===== src/rtl/program_loader.sv =====
`default_nettype none
// ============================================================================
// Module      : program_loader
// Description : Writes a program image arriving one byte per external strobe
//               into the CPU's RAM at sequential addresses starting at 0.
//               The CPU is held in reset while the image loads.
//               Optional build macro LOADER_CHECKSUM_EN adds a trailing
//               checksum byte that is compared with the mod-256 sum of the
//               image and reported on err.
// Revision    : 1.0 - initial release
// ============================================================================
module program_loader #(
    parameter int RAM_BYTES = 16,
    parameter int ADDR_W    = 4
) (
    input  logic              clk,
    input  logic              rst_n,
    input  logic              load_req,
    input  logic              strobe,
    input  logic [7:0]        data_in,
    output logic [ADDR_W-1:0] addr_out,
    output logic [7:0]        data_out,
    output logic              we_n,
    output logic              cpu_hold_n,
    output logic              busy,
    output logic              done,
    output logic              err,
    output logic [ADDR_W:0]   byte_count
);

    localparam logic [2:0] C_ST_IDLE  = 3'd0;
    localparam logic [2:0] C_ST_WAIT  = 3'd1;
    localparam logic [2:0] C_ST_WRITE = 3'd2;
    localparam logic [2:0] C_ST_DONE  = 3'd3;
`ifdef LOADER_CHECKSUM_EN
    localparam logic [2:0] C_ST_CHECK = 3'd4;
`endif

    localparam logic [ADDR_W-1:0] C_LAST_ADDR = ADDR_W'(RAM_BYTES - 1);
    localparam logic [ADDR_W:0]   C_FULL      = (ADDR_W + 1)'(RAM_BYTES);

    logic [2:0]        r_state;
    logic              r_s1;
    logic              r_s2;
    logic              r_s3;
    logic              r_pend;
    logic [ADDR_W-1:0] r_addr;
    logic [7:0]        r_data;
    logic              r_we_n;
    logic [ADDR_W:0]   r_count;
    logic              r_err;
`ifdef LOADER_CHECKSUM_EN
    logic [7:0]        r_sum;
`endif

    logic w_pulse;
    logic w_edge;

    // Rising edge of the synchronised strobe, plus any edge that arrived
    // while the single WRITE cycle was busy.
    assign w_pulse = r_s2 & ~r_s3;
    assign w_edge  = w_pulse | r_pend;

    // Two-flop synchroniser plus history flop for edge detection.
    always_ff @(posedge clk or negedge rst_n) begin
        if (!rst_n) begin
            r_s1 <= 1'b0;
            r_s2 <= 1'b0;
            r_s3 <= 1'b0;
        end else begin
            r_s1 <= strobe;
            r_s2 <= r_s1;
            r_s3 <= r_s2;
        end
    end

    // Remember an edge pulse that lands in WRITE so the following wait state
    // still services it; dropped everywhere else.
    always_ff @(posedge clk or negedge rst_n) begin
        if (!rst_n) begin
            r_pend <= 1'b0;
        end else begin
            r_pend <= (r_state == C_ST_WRITE) ? w_pulse : 1'b0;
        end
    end

    // Load sequencer: address/data/write-enable generation and byte counting.
    always_ff @(posedge clk or negedge rst_n) begin
        if (!rst_n) begin
            r_state <= C_ST_IDLE;
            r_addr  <= '0;
            r_data  <= '0;
            r_we_n  <= 1'b1;
            r_count <= '0;
            r_err   <= 1'b0;
`ifdef LOADER_CHECKSUM_EN
            r_sum   <= '0;
`endif
        end else begin
            r_we_n <= 1'b1;
            case (r_state)
                C_ST_IDLE: begin
                    if (load_req) begin
                        r_state <= C_ST_WAIT;
                        r_addr  <= '0;
                        r_count <= '0;
                        r_err   <= 1'b0;
`ifdef LOADER_CHECKSUM_EN
                        r_sum   <= '0;
`endif
                    end
                end
                C_ST_WAIT: begin
                    // A pending edge wins over an abort in the same cycle.
                    if (w_edge) begin
                        r_data  <= data_in;
                        r_we_n  <= 1'b0;
                        r_state <= C_ST_WRITE;
                    end else if (!load_req) begin
                        r_state <= C_ST_IDLE;
                    end
                end
                C_ST_WRITE: begin
                    if (r_count != C_FULL) begin
                        r_count <= r_count + 1'b1;
                    end
`ifdef LOADER_CHECKSUM_EN
                    r_sum <= r_sum + r_data;
`endif
                    if (r_addr == C_LAST_ADDR) begin
                        r_addr  <= '0;
`ifdef LOADER_CHECKSUM_EN
                        r_state <= C_ST_CHECK;
`else
                        r_state <= C_ST_DONE;
`endif
                    end else begin
                        r_addr  <= r_addr + 1'b1;
                        r_state <= C_ST_WAIT;
                    end
                end
`ifdef LOADER_CHECKSUM_EN
                C_ST_CHECK: begin
                    // The checksum byte is compared, never written to RAM.
                    if (w_edge) begin
                        r_err   <= (data_in != r_sum);
                        r_state <= C_ST_DONE;
                    end else if (!load_req) begin
                        r_state <= C_ST_IDLE;
                    end
                end
`endif
                C_ST_DONE: begin
                    if (!load_req) begin
                        r_state <= C_ST_IDLE;
                    end
                end
                default: begin
                    r_state <= C_ST_IDLE;
                end
            endcase
        end
    end

    assign addr_out   = r_addr;
    assign data_out   = r_data;
    assign we_n       = r_we_n;
    assign byte_count = r_count;
`ifdef LOADER_CHECKSUM_EN
    assign err        = r_err;
    assign busy       = (r_state == C_ST_WAIT) || (r_state == C_ST_WRITE) ||
                        (r_state == C_ST_CHECK);
`else
    assign err        = 1'b0;
    assign busy       = (r_state == C_ST_WAIT) || (r_state == C_ST_WRITE);
`endif
    assign cpu_hold_n = ~busy;
    assign done       = (r_state == C_ST_DONE);

`ifndef LOADER_CHECKSUM_EN
    // err is constant in this build; keep the unused state visible to lint.
    logic w_unused;
    assign w_unused = r_err;
`endif

endmodule
`default_nettype wire


===== config.mk =====
export PLATFORM = sky130hd
export DESIGN_NAME = program_loader
export DESIGN_NICKNAME = d
export VERILOG_FILES = /design/src/rtl/program_loader.sv
export SDC_FILE = /design/constraint.sdc
export NUM_CORES = 1
export LEC_CHECK = 0
export ABC_AREA = 1
export CAP_MARGIN = 20
export CELL_PAD_IN_SITES_DETAIL_PLACEMENT = 1
export CELL_PAD_IN_SITES_GLOBAL_PLACEMENT = 1
export CORE_ASPECT_RATIO = 1.5
export CORE_UTILIZATION = 34
export DETAILED_ROUTE_END_ITERATION = 16
export GPL_TIMING_DRIVEN = 0
export PLACE_DENSITY = 0.88
export SYNTH_ARGS = -nofsm -noshare
export SYNTH_HDL_FRONTEND = slang
export SYNTH_SLANG_ARGS = --single-unit

===== constraint.sdc =====
create_clock -name clk -period 1.39 [get_ports clk]
set_input_delay 0.278 -clock clk [delete_from_list [all_inputs] [get_ports clk]]
set_output_delay 0.278 -clock clk [all_outputs]
set_load 0.01 [all_outputs]

==> results of run 1 <==
cell usage in the layout (no fill, tap or decap), types with 2 or more instances in the layout:
cell | netlist | layout
sky130_fd_sc_hd__dfrtp_1 | 24 | 22
sky130_fd_sc_hd__nand2_1 | 24 | 20
sky130_fd_sc_hd__dlygate4sd2_1 | 0 | 19
sky130_fd_sc_hd__inv_1 | 21 | 17
sky130_fd_sc_hd__nand3_1 | 16 | 15
sky130_fd_sc_hd__buf_4 | 1 | 12
sky130_fd_sc_hd__clkdlybuf4s50_1 | 0 | 10
sky130_fd_sc_hd__o21ai_2 | 8 | 9
sky130_fd_sc_hd__o21ai_0 | 6 | 5
sky130_fd_sc_hd__inv_2 | 1 | 4
sky130_fd_sc_hd__nand2_2 | 2 | 4
sky130_fd_sc_hd__nor2_4 | 2 | 3
sky130_fd_sc_hd__nor2_1 | 4 | 3
sky130_fd_sc_hd__ha_1 | 3 | 3
sky130_fd_sc_hd__clkbuf_8 | 0 | 3
sky130_fd_sc_hd__buf_6 | 1 | 3
sky130_fd_sc_hd__nand2_4 | 0 | 2
sky130_fd_sc_hd__buf_2 | 1 | 2
sky130_fd_sc_hd__nand4_1 | 2 | 2
sky130_fd_sc_hd__xor2_1 | 2 | 2
sky130_fd_sc_hd__o21bai_1 | 2 | 2
sky130_fd_sc_hd__conb_1 | 1 | 2
sky130_fd_sc_hd__dfrtp_2 | 0 | 2
final timing paths:
kind	from	endpoint	slack, ns	cells past startpoint
worst max register to register	r_state[2]	r_state[0]	-0.01	6
worst max-delay path	r_state[0]	cpu_hold_n	-0.14	6
min in group clk	r_s1	r_s2	0.38	0
worst min-delay path	rst_n	data_out[5]	0.07	1
max in group asynchronous	rst_n	addr_out[2]	0.82	2
worst min register to register	r_s1	r_s2	0.38	0
per-layer routing:
metal	vias up	wire length, um	part of all wire, %
met4	0	54	1.3
met2	30	2310	57
li1	516	-	-
met3	6	153	3.8
met5	-	0	0
met1	555	1540	38
state kept, by name (all words and copies together) (netlist names):
name and flops:
addr_out 4, byte_count 5, data_out 8, r_pend 1
r_s1 1, r_s2 1, r_s3 1, r_state 3
we_n 1
report_power, final:
part / total (uW) / internal, uW / leakage [uW] / switching (uW)
clock network: 464 / 204 / 0.0000217 / 260
registers: 911 / 832 / 0.000316 / 78.6
logic: 555 / 252 / 0.000591 / 302
total: 1930 / 1290 / 0.000929 / 641
critical path, delay by kind of cell (launching register included):
family,cells,cell delay [ns]
simple gates,2,0.20
buf+inv,4,0.33
flops,1,0.44
timing repair:
item / CTS / global route
gates cloned: 0 / 2
pin swaps: 3 / 5
endpoints found under the setup margin: 21 / 16
buffers inserted: 11 / 2
gates resized for setup: 41 / 12
hold endpoints to repair: 0 / 0
metrics by stage:
step                utilization, %  power, uW  hold slack, ns
floorplan                        -       1130         -0.0176
global placement              46.4       1400           0.333
detailed placement            46.4       1430           0.350
CTS                           50.4       1840           0.350
global route                  53.6       2010          0.0987
finish                        53.6       1930          0.0721
area by class of cell:
class	instances	area (um2)	area share, %
well taps	42	52.6	2.90
multi-input cells	81	510	28.1
inverters	22	85.1	4.69
clock buffers	3	41.3	2.28
repair buffers	47	460	25.4
plain buffers	3	27.5	1.52
flip-flops and latches	25	629	34.7
clock inverters	1	7.51	0.414
cells by family after synthesis:
family,after synthesis
simple gates,53
buf+inv,25
flops,25
compound gates,19
xor+xnor,3
fa+ha+maj,3
other cells,1
==> impl.org, run 1 <==
** Run status
- The flow ran to the end, but the final reports show violations.
- The checks that failed: setup timing.

** Clock network
- For this design, the sink count on the clock tree is 25.
- Clock-pin slew of the registers on the worst-case setup and hold paths :: approximately 0.10 ns
- Counting the buffers created by CTS gives 3.
- The root buffer cell chosen for the clock tree is sky130_fd_sc_hd__clkbuf_8.
- For the worst-skew pair, the clock arrives at the later sink with an insertion delay of about 0.28 ns.
- The clock passes through at most 2 buffers.
- Max H-tree Level :: 1
- Clock tree from TritonCTS :: built
- For this design, the CTS-stage hold fixing added 0 buffers.

** Logic synthesis
- Area share of the leading cell type in the synthesized netlist :: 50.3%
- Synth top cells by count :: sky130_fd_sc_hd__dfrtp_1, sky130_fd_sc_hd__nand2_1, sky130_fd_sc_hd__inv_1
- The Yosys step of the flow raised 0 warnings.
- Of all flip-flops after synthesis, the portion carrying an async set or reset was between 90% and 100%.
- Post-synthesis compound-gate area fraction :: about an eighth
- After synthesis, the largest family of logic cells by area is simple AND/OR/NAND/NOR gates.
- Xor-xnor portion of the synthesized cell area :: 2.20%
- Leading cell types by total area after synthesis :: sky130_fd_sc_hd__dfrtp_1, sky130_fd_sc_hd__nand2_1, sky130_fd_sc_hd__nand3_1
- In the synthesized netlist, the number of instances is approximately 130.
- Share of synthesized cell area in full adder, half adder and majority cells :: 3.14%
- In this run the mean area of a mapped cell was approximately 9 um2.
- Mapped cell area :: ~1200 um2
- Sequential fraction of the synthesis area :: 52.5%
- Counting flops with a built-in enable in the synthesized netlist gives 0.
- After synthesis the netlist holds a flip-flop and latch count of 25.
- Multiplexer cells account for 0% of the synthesized area.
- Number of unique standard cell types used by synthesis :: 25
- Synthesized-area fraction occupied by and/or/nand/nor cells :: 20.9%
- Largest area contributor in the synthesized netlist :: sky130_fd_sc_hd__dfrtp_1
- Dominant register cell in the synthesized netlist :: sky130_fd_sc_hd__dfrtp_1

** Critical path
- Critical path cell sequence :: buf_12 -> nor2_4 -> inv_4 -> nand2_4 -> inv_2 -> buf_6
- Max Fanout on Critical Path :: 4
- Required time of the critical path :: 1.11 ns
- The critical path is of the reg2out type.
- STA puts the critical path data arrival time at 1.25 ns.
- Critical Path Source Type :: register
- Cell with the largest stage delay on the worst path :: sky130_fd_sc_hd__dfrtp_2
- STA classifies the critical path endpoint as an output port.
- The largest single stage delay on the critical path is around 0.44 ns.

** Routing
- Post-route antenna net violation count :: 0
- Wires add up to 4060 um.
- For this run, the detailed router's first-pass iteration total came to 4.
- Vias after detailed routing :: 1107
- After detailed routing, the average wire length per cell comes to approximately 18 um.
- After the first detailed-routing iteration, the DRC count stood at 21.
- Ratio of routed vias to standard cells :: 4.94
- DRC :: 0

** Global route
- For met3 alone, demand over resource in global routing was 4.29%.
- The number of antenna violations at the first check in global routing was 0.
- The via count of the first global-routing pass came to 1106.
- Across every metal layer, demand over resource in global routing totals 19.0%.
- The first global-routing pass estimated 5190 um of wire.
- Entering global routing, the biggest net connects 26 pins.
- In the global route stage, met1 resource usage came out at between 10% and 20%.
- The total overflow left after global routing is 0.
- Met2 routing resource usage after global routing :: 36.4%
- Most Crowded Layer GR :: met2

** Timing
- The final critical path takes up 110% of the cycle.
- Final Slew Violations :: 0
- Number of hold violations in the final report :: 0
- Based on the critical path, the design can be clocked at up to 653 MHz.
- After layout, the worst setup slack is -0.141 ns.
- TNS Setup :: -0.333 ns
- Fin Clk Skew :: around 0.008 ns
- The worst path in the final design needs a cycle of 1.53 ns, including I/O delays and setup.
- For the pin with the worst max-slew slack, the measured transition is around 0.55 ns.
- Measured against its own limit, the worst slew margin works out to 63.6%.
- Setup violation total in the final timing report :: 4
- Setup repair after global routing missed its margin :: true

** Hold path
- Hold WC Path Type :: in2async

** Final layout
- Final net count :: between 150 and 200
- Number of cells in the finished layout apart from fillers :: approximately 220
- After filler insertion, the fill cell instance count of the layout stands at 388.
- Fraction of layout cells with a size suffix above 1 :: 30.2%
- The finished cells cover ~1800 um2.
- Synthesis-to-finish area growth :: 52.0%
- Count of inserted antenna diode cells :: 0

** Place
- Summing all placed instances gives a cell area of 1570 um2.
- Post-placement worst setup slack :: -0.481 ns
- At the end of routability-driven placement, the weighted congestion stood at between 0.7 and 0.8.
- The wire-length estimate of the detail-placed layout is 2260 um.
- Placed cell count :: 204
- In this run the tool buffered the top-level ports with 32 buffer cells.

** Power and ir drop
- Total power per unit cell area :: 1060 nW/um2
- Leakage :: between 0.0009 and 0.001 uW
- VDD sags by at most 0.816 mV.

** Floorplan
- Die span in y :: 74.6 um
- Effective utilization at floorplan :: around a third
- Pin placement for this block handled 34 I/O pins.
- Floorplan row count :: 26
- Measured along the x axis, the die boundary spans 50.4 um.
- The core region is 3380 um2.
- The floorplan step defined a die boundary enclosing roughly 3800 um2.

** Flow run
- # Max-Cap Violations :: 0
(Power assumes the default switching activity.)
==> inputs of run 2 (changes only) <==
--- a/config.mk
+++ b/config.mk
@@ -10,10 +10,11 @@
 export CELL_PAD_IN_SITES_DETAIL_PLACEMENT = 1
 export CELL_PAD_IN_SITES_GLOBAL_PLACEMENT = 1
 export CORE_ASPECT_RATIO = 1.5
-export CORE_UTILIZATION = 34
+export CORE_UTILIZATION = 37
 export DETAILED_ROUTE_END_ITERATION = 16
 export GPL_TIMING_DRIVEN = 0
-export PLACE_DENSITY = 0.88
+export PLACE_DENSITY = 0.94
 export SYNTH_ARGS = -nofsm -noshare
 export SYNTH_HDL_FRONTEND = slang
 export SYNTH_SLANG_ARGS = --single-unit
+export TNS_END_PERCENT = 20
==> constraint.sdc (replaced) <==
create_clock -name clk -period 1.8 [get_ports clk]
set_input_delay 0.36 -clock clk [delete_from_list [all_inputs] [get_ports clk]]
set_output_delay 0.36 -clock clk [all_outputs]
set_load 0.01 [all_outputs]
==> impl.org, run 2 (synthesis gave the netlist of run 1 again) <==
** Run status
- Result of the run :: completed

** Final layout
- Number of cells in the finished layout apart from fillers :: 210
- Commonest cells after routing, fill and taps aside :: sky130_fd_sc_hd__clkdlybuf4s50_1, sky130_fd_sc_hd__dfrtp_1, sky130_fd_sc_hd__nand2_1
- After filler insertion, the fill cell instance count of the layout stands at 342.
- Synthesis-to-finish area growth :: 39.1%
- Largest register FFs :: 8
- FF/Latch Area :: around 630 um2
- Final net count :: 187
- In the final layout, the share of cells above drive strength 1 is 18.7%.
- The number of antenna diodes in the final layout is 0.
- The multi-input combinational cells in the finished layout cover a total of roughly 470 um2.
- Once layout is complete, the utilization of the core stands at 55.9%.
- Leaving out fill and tap cells, the most frequent cell in the layout is sky130_fd_sc_hd__clkdlybuf4s50_1.

** Place
- Gp weighted congestion :: between 0.7 and 0.8
- In this run, placement finished with an instance count of around 200.
- Post-placement worst setup slack :: -0.198 ns
- After legalization and detailed placement, the total HPWL measured 2340 um.
- Count of buffers inserted at the top-level ports :: 32

** Clock network
- CTS root buf :: sky130_fd_sc_hd__clkbuf_8
- Clock tree from TritonCTS :: built
- CTS built an H-tree with a depth of 1.
- Clock buffer depth :: 2
- Clock-pin slew was measured on the worst setup and hold paths at 0.08 ns.
- The clock reaches the later pin of the worst-skew pair after 0.28 ns.
- Clock tree synthesis inserted a total of 3 buffers.
- Clock tree synthesis found a total of 25 sinks.
- Hold bufs inserted after CTS :: 0

** Timing
- Final worst-path cycle share :: roughly 95%
- Final critical delay including setup and external delays :: 1.72 ns
- Fin Clk Skew :: 0.00756 ns
- The count of pins over their slew limit is 0.
- Based on the critical path, the design can be clocked at up to 582 MHz.
- For the final routed database, the setup TNS stands at 0 ns.
- Setup violation total in the final timing report :: 0
- Number of hold violations in the final report :: 0
- At the pin with the least slew margin, the transition time is ~0.65 ns.
- Max transition margin :: between 50 and 60%
- Once routing completed, OpenROAD measured the worst setup slack at 0.0826 ns.

** Critical path
- Arrival time at the worst endpoint :: 1.36 ns
- Critical Path Source Type :: register
- For the worst flop-to-flop path, the logic depth is 5.
- Max Fanout on Critical Path :: 9
- Required time of the critical path :: 1.44 ns
- STA classifies the critical path endpoint as an output port.
- Startpoint-to-endpoint class of the critical path :: reg2out

** Global route
- Overflow left after global routing :: 0
- Initial antenna violation count :: 0
- The first global-routing pass estimated ~5100 um of wire.
- Total routing resource utilization after global routing :: 19.1%
- Pin count of the biggest net entering global routing :: 15
- The via count of the first global-routing pass came to 1163.

** Routing
- In this run the remaining antenna-violating nets after routing total 0.
- DR iter-0 viols :: 6
- The first TritonRoute pass finished after 2 iterations.
- For this block, the via count after detailed routing is 1031.
- After detailed routing, the number of remaining DRC violations is 0.
- Using the TritonRoute via totals, the vias-per-cell ratio works out to 4.91.
- Average wire per standard cell :: around 14 um
- Sum of routed wire length over all layers :: between 3000 and 4000 um

** Floorplan
- Num ports :: 34
- The floorplan step defined a die boundary enclosing 3460 um2.
- Floorplan core area :: 2970 um2
- The initial utilization of the core area, before any placement, comes to roughly two fifths.
- Die span in y :: 71.6 um
- Horiz. Die Dim :: 48.4 um
- The floorplan has 24 rows.

** Flow run
- The tool flagged a number of max-cap violations equal to 0.

** Power and ir drop
- Share of power burned in the clock network :: 23.7%
- Leakage :: 0.000796 uW
- Total power per unit cell area :: approximately 870 nW/um2
- Switching Share :: 29.5%
- Maximum VDD drop :: roughly 0.70 mV
- The internal portion of the total power is roughly 1000 uW.
- Part of the total power dissipated in sequential elements :: 48.5%
- In this run, the combinational gates consume between 20% and 30% of the power.
- Switch Pwr :: 426 uW

** Hold path
- In this run the worst hold path is classified as reg2reg.
- Depth of the worst hold-timing path :: 0
[run 2: cell types whose count changed in the layout (fill, tap and decap cells not counted), moves of 4 or more]
cell,delta
sky130_fd_sc_hd__inv_2,-4
sky130_fd_sc_hd__clkdlybuf4s50_1,+19
sky130_fd_sc_hd__inv_1,+4
sky130_fd_sc_hd__dlygate4sd2_1,-18
sky130_fd_sc_hd__buf_4,-7
[run 2: stage by stage]
stage	instance area, um2	hold slack, ns	total power [uW]
after floorplan	1200	0.0644	870
after global placement	1570	0.334	1080
after detailed placement	1580	0.336	1110
after CTS	1650	0.356	1450
after global routing	1660	0.388	1520
final	1660	0.353	1440
[run 2: power by group through the flow]
stage,logic (uW),clock network [uW],registers [uW]
2_1_floorplan,134,0,736
3_3_place_gp,377,0,702
3_5_place_dp,399,0,709
4_1_cts,404,349,701
5_1_grt,436,373,711
6_report,400,342,699
[run 2: layout make-up]
type                    instances  share of cell area [%]
inverters                      22                    5.12
plain buffers                   3                    1.43
multi-input cells              80                    28.3
well taps                      39                    2.94
clock inverters                 1                   0.301
repair buffers                 37                    21.6
clock buffers                   3                    2.49
flip-flops and latches         25                    37.8
[run 2: routing by layer]
metal,wire (um),track usage (%)
met4,102,11.4
met2,1680,36.0
met3,144,3.40
met5,0,0
met1,1100,19.5
[run 2: timing repair]
item                                    4_1_cts  5_1_grt
endpoints found under the setup margin        3        2
setup buffers                                 2        2
resized for setup                             8        2
pin swaps                                     1        2
[run 2: critical path: stages (launching register included)]
cell                              delay [ns]
sky130_fd_sc_hd__dfrtp_1                0.39
sky130_fd_sc_hd__inv_1                  0.07
sky130_fd_sc_hd__nand2_2                0.08
sky130_fd_sc_hd__nor2_4                 0.14
sky130_fd_sc_hd__inv_4                  0.08
sky130_fd_sc_hd__nand2_2                0.09
sky130_fd_sc_hd__clkdlybuf4s15_1        0.24
[run 2: final timing paths]
path / slack (ns) / endpoint / startpoint
min in group asynchronous: 0.48 / byte_count[4] / rst_n
setup reg to reg: 0.37 / byte_count[0] / r_state[2]
hold / removal: 0.35 / r_s2 / r_s1
hold reg to reg: 0.35 / r_s2 / r_s1
max in group asynchronous: 0.73 / we_n / rst_n
setup / recovery: 0.08 / busy / r_state[2]
==> inputs of run 3 (changes only) <==
--- a/config.mk
+++ b/config.mk
@@ -10,10 +10,11 @@
 export CELL_PAD_IN_SITES_DETAIL_PLACEMENT = 1
 export CELL_PAD_IN_SITES_GLOBAL_PLACEMENT = 1
 export CORE_ASPECT_RATIO = 1.5
-export CORE_UTILIZATION = 37
+export CORE_UTILIZATION = 48
 export DETAILED_ROUTE_END_ITERATION = 16
+export DONT_BUFFER_PORTS = 1
 export GPL_TIMING_DRIVEN = 0
-export PLACE_DENSITY = 0.94
+export PLACE_DENSITY = 0.91
 export SYNTH_ARGS = -nofsm -noshare
 export SYNTH_HDL_FRONTEND = slang
 export SYNTH_SLANG_ARGS = --single-unit
==> impl.org, run 3 (synthesis gave the netlist of run 1 again) <==
** Global route
- The first global-routing pass estimated 4270 um of wire.
- Entering global routing, the biggest net connects 26 pins.
- The number of antenna violations at the first check in global routing is 0.
- After global routing the overflow that remains totals 0.
- Number of global-route vias before repair :: 987
- Total routing resource utilization after global routing :: 20.3%

** Power and ir drop
- In this run, the clock network consumes 20.9% of the power.
- Of the total power, registers draw 64.1%.
- Of the total power, the share spent switching nets is 30.9%.
- In this run, the combinational gates consume between 10% and 20% of the power.
- Power Internal :: 800 uW
- Total power of the final layout :: 1160 uW
- In this run the static leakage power is between 0.0006 and 0.0007 uW.
- Total power per unit cell area :: 882 nW/um2
- IR analysis of the VDD net gives a maximum drop of between 0.7 and 0.8 mV.
- For this design the total switching power over the nets is approximately 360 uW.

** Timing
- Setup violations remaining at the end of the flow were counted as 0.
- Setup repair after global routing left no endpoint under its margin.
- Across the routed clock network, the largest skew measured is about 0.0048 ns.
- For this run, the top clock speed supported by timing is ~580 MHz.
- Dividing the final minimum period by the clock period gives a little over nine tenths.
- Number of hold violations in the final report :: 0
- Final Slew Violations :: 0
- Hold WS :: 0.0530 ns
- TNS Setup :: 0 ns
- Final critical delay including setup and external delays :: 1.71 ns

** Critical path
- Following the worst setup path forward leads to its endpoint at cpu_hold_n.
- Traced cell by cell, the critical path runs through inv_1 -> nand2_1 -> nor2_4 -> inv_4 -> nand2_2 -> inv_1.
- The worst setup path is of the reg2out kind.
- For the worst setup path, the data required time is 1.44 ns.
- The critical path contains buffers and inverters numbering 3 combined.
- Along the worst path, the maximum fanout reaches 9.
- Cell with the largest stage delay on the worst path :: sky130_fd_sc_hd__dfrtp_1
- The most critical setup path has its startpoint at r_state[2].
- The worst setup path is launched from a register.
- Number of logic stages on the critical path including buffering :: 6
- Register-to-register setup slack :: 0.32 ns
- RR Endpoint :: byte_count[2]
- The worst register-to-register path has a depth of 9.
- STA classifies the critical path endpoint as an output port.
- Arrival time at the worst endpoint :: 1.35 ns
- Startpoint of the most critical register-to-register path :: r_state[2]
- On the critical path the largest part of the delay comes from flip-flops.
- Cell type with the highest occurrence count on the critical path :: sky130_fd_sc_hd__inv_1
- Maximum cell stage delay along the critical path :: about 0.44 ns

** Final layout
- Once layout is complete, the utilization of the core stands at between 50% and 60%.
- Commonest non-fill, non-tap cell in the layout :: sky130_fd_sc_hd__dfrtp_1
- The area growth from synthesis to layout is 9.85%.
- The number of antenna diodes in the final layout is 0.
- In the layout the commonest cells are sky130_fd_sc_hd__dfrtp_1, sky130_fd_sc_hd__nand2_1, sky130_fd_sc_hd__inv_1.
- The register with the most flip-flops in the layout has 8 of them.
- Fraction of layout cells with a size suffix above 1 :: 20.1%
- The final layout contains 155 nets.
- Number of cells in the finished layout apart from fillers :: 162

** Place
- At the end of routability-driven placement, the weighted congestion stood at 0.772.
- Count of buffers inserted at the top-level ports :: 0
- DP Wirelength :: 1820 um
- In this run, placement finished with an instance count of 153.

** Routing
- Number of optimization iterations in the first detailed-route pass :: 3
- For this run, design rule violations remaining after detail routing come to 0.
- DR iter-0 viols :: 15
- Average wire per standard cell :: 14.8 um
- Vias after detailed routing :: a little under 900
- The final layout contains routed wiring with a total length of about 2400 um.
- Ratio of routed vias to standard cells :: 5.51
- In this run the remaining antenna-violating nets after routing total 0.

** Clock network
- The number of clock buffers added by TritonCTS is 3.
- Clock buffer depth :: 2
- Clock-pin slew was measured on the worst setup and hold paths at 0.13 ns.
- The tree built by TritonCTS fans out to 25 sinks.
- TritonCTS built the clock tree.
- The later pin in the worst-skew pair is clocked with a latency of 0.32 ns.
- CTS root buf :: sky130_fd_sc_hd__clkbuf_4
- CTS built an H-tree with a depth of 1.

** Floorplan
- Floorplan core area :: approximately 2300 um2
- Once the floorplan was initialized, standard cells occupied 52.2% of the core.
- Horiz. Die Dim :: 42.7 um
- The die is between 60 and 70 um tall.
- Num ports :: 34
- Area enclosed by the die boundary :: 2690 um2
- In this run the core area contains 21 standard-cell rows.

** Hold path
- The worst hold path was traced through 0 stages.
- In this run the worst hold path is classified as in2reg.

** Flow run
- Across the run, the number of max-cap violations was 0.

** Run status
- The run finished with clean final reports.
run 3: changes by cell type in the layout (fill, tap and decap cells not counted), sizes merged:
cell / before / now
dlygate4sd3: 0 / 1
clkbuf: 4 / 3
dlygate4sd2: 1 / 0
clkdlybuf4s15: 1 / 0
clkdlybuf4s50: 29 / 0
buf: 8 / 7
run 3: layout make-up:
class / instances / area [um2]
tap: 23 / 28.8
timing repair buffer: 5 / 52.6
multi-input combinational: 80 / 467
sequential: 25 / 627
buffer: 3 / 23.8
inverter: 22 / 85.1
clock buffer: 3 / 22.5
fill: 263 / 975
clock inverter: 1 / 5.00
run 3: how the worst min path moves through the flow:
stage                     slack [ns]            end   start
after global placement          0.06  byte_count[2]   rst_n
after detailed placement        0.06  byte_count[2]   rst_n
final                           0.05           r_s1  strobe
after floorplan                 0.06    addr_out[0]   rst_n
after global routing            0.03           r_s1  strobe
after CTS                       0.04           r_s1  strobe
run 3: timing repair:
| action | 4_1_cts | 5_1_grt |
|---|---|---|
| resized for setup | 0 | 2 |
| hold buffers | 2 | 0 |
| buffers inserted | 1 | 2 |
| pin swaps | 1 | 1 |
| endpoints found under the hold margin | 25 | 0 |
| gates cloned | 0 | 0 |
| endpoints found under the setup margin | 2 | 1 |
run 3: per-stage QoR:
step	setup slack (ns)	cell area, um2
5_1_grt	0.00543	1310
2_1_floorplan	0.429	1200
4_1_cts	0.00564	1290
3_5_place_dp	0.276	1230
6_report	0.0873	1310
3_3_place_gp	0.287	1230
run 3: power by group through the flow:
stage | logic, uW | clock network, uW | registers (uW)
after global placement | 145 | 0 | 750
after global routing | 202 | 272 | 755
after detailed placement | 156 | 0 | 755
final | 173 | 242 | 741
after floorplan | 134 | 0 | 736
after CTS | 175 | 256 | 744
run 3: layer usage:
metal | wire length (um) | share of wire (%) | GRT usage (%) | vias up
li1 | - | - | - | 427
met1 | 849 | 35 | 22.8 | 439
met2 | 1390 | 58 | 37.7 | 24
met3 | 127 | 5.3 | 4.30 | 3
met4 | 21 | 0.88 | 4.69 | 0
met5 | 0 | 0 | 0 | -
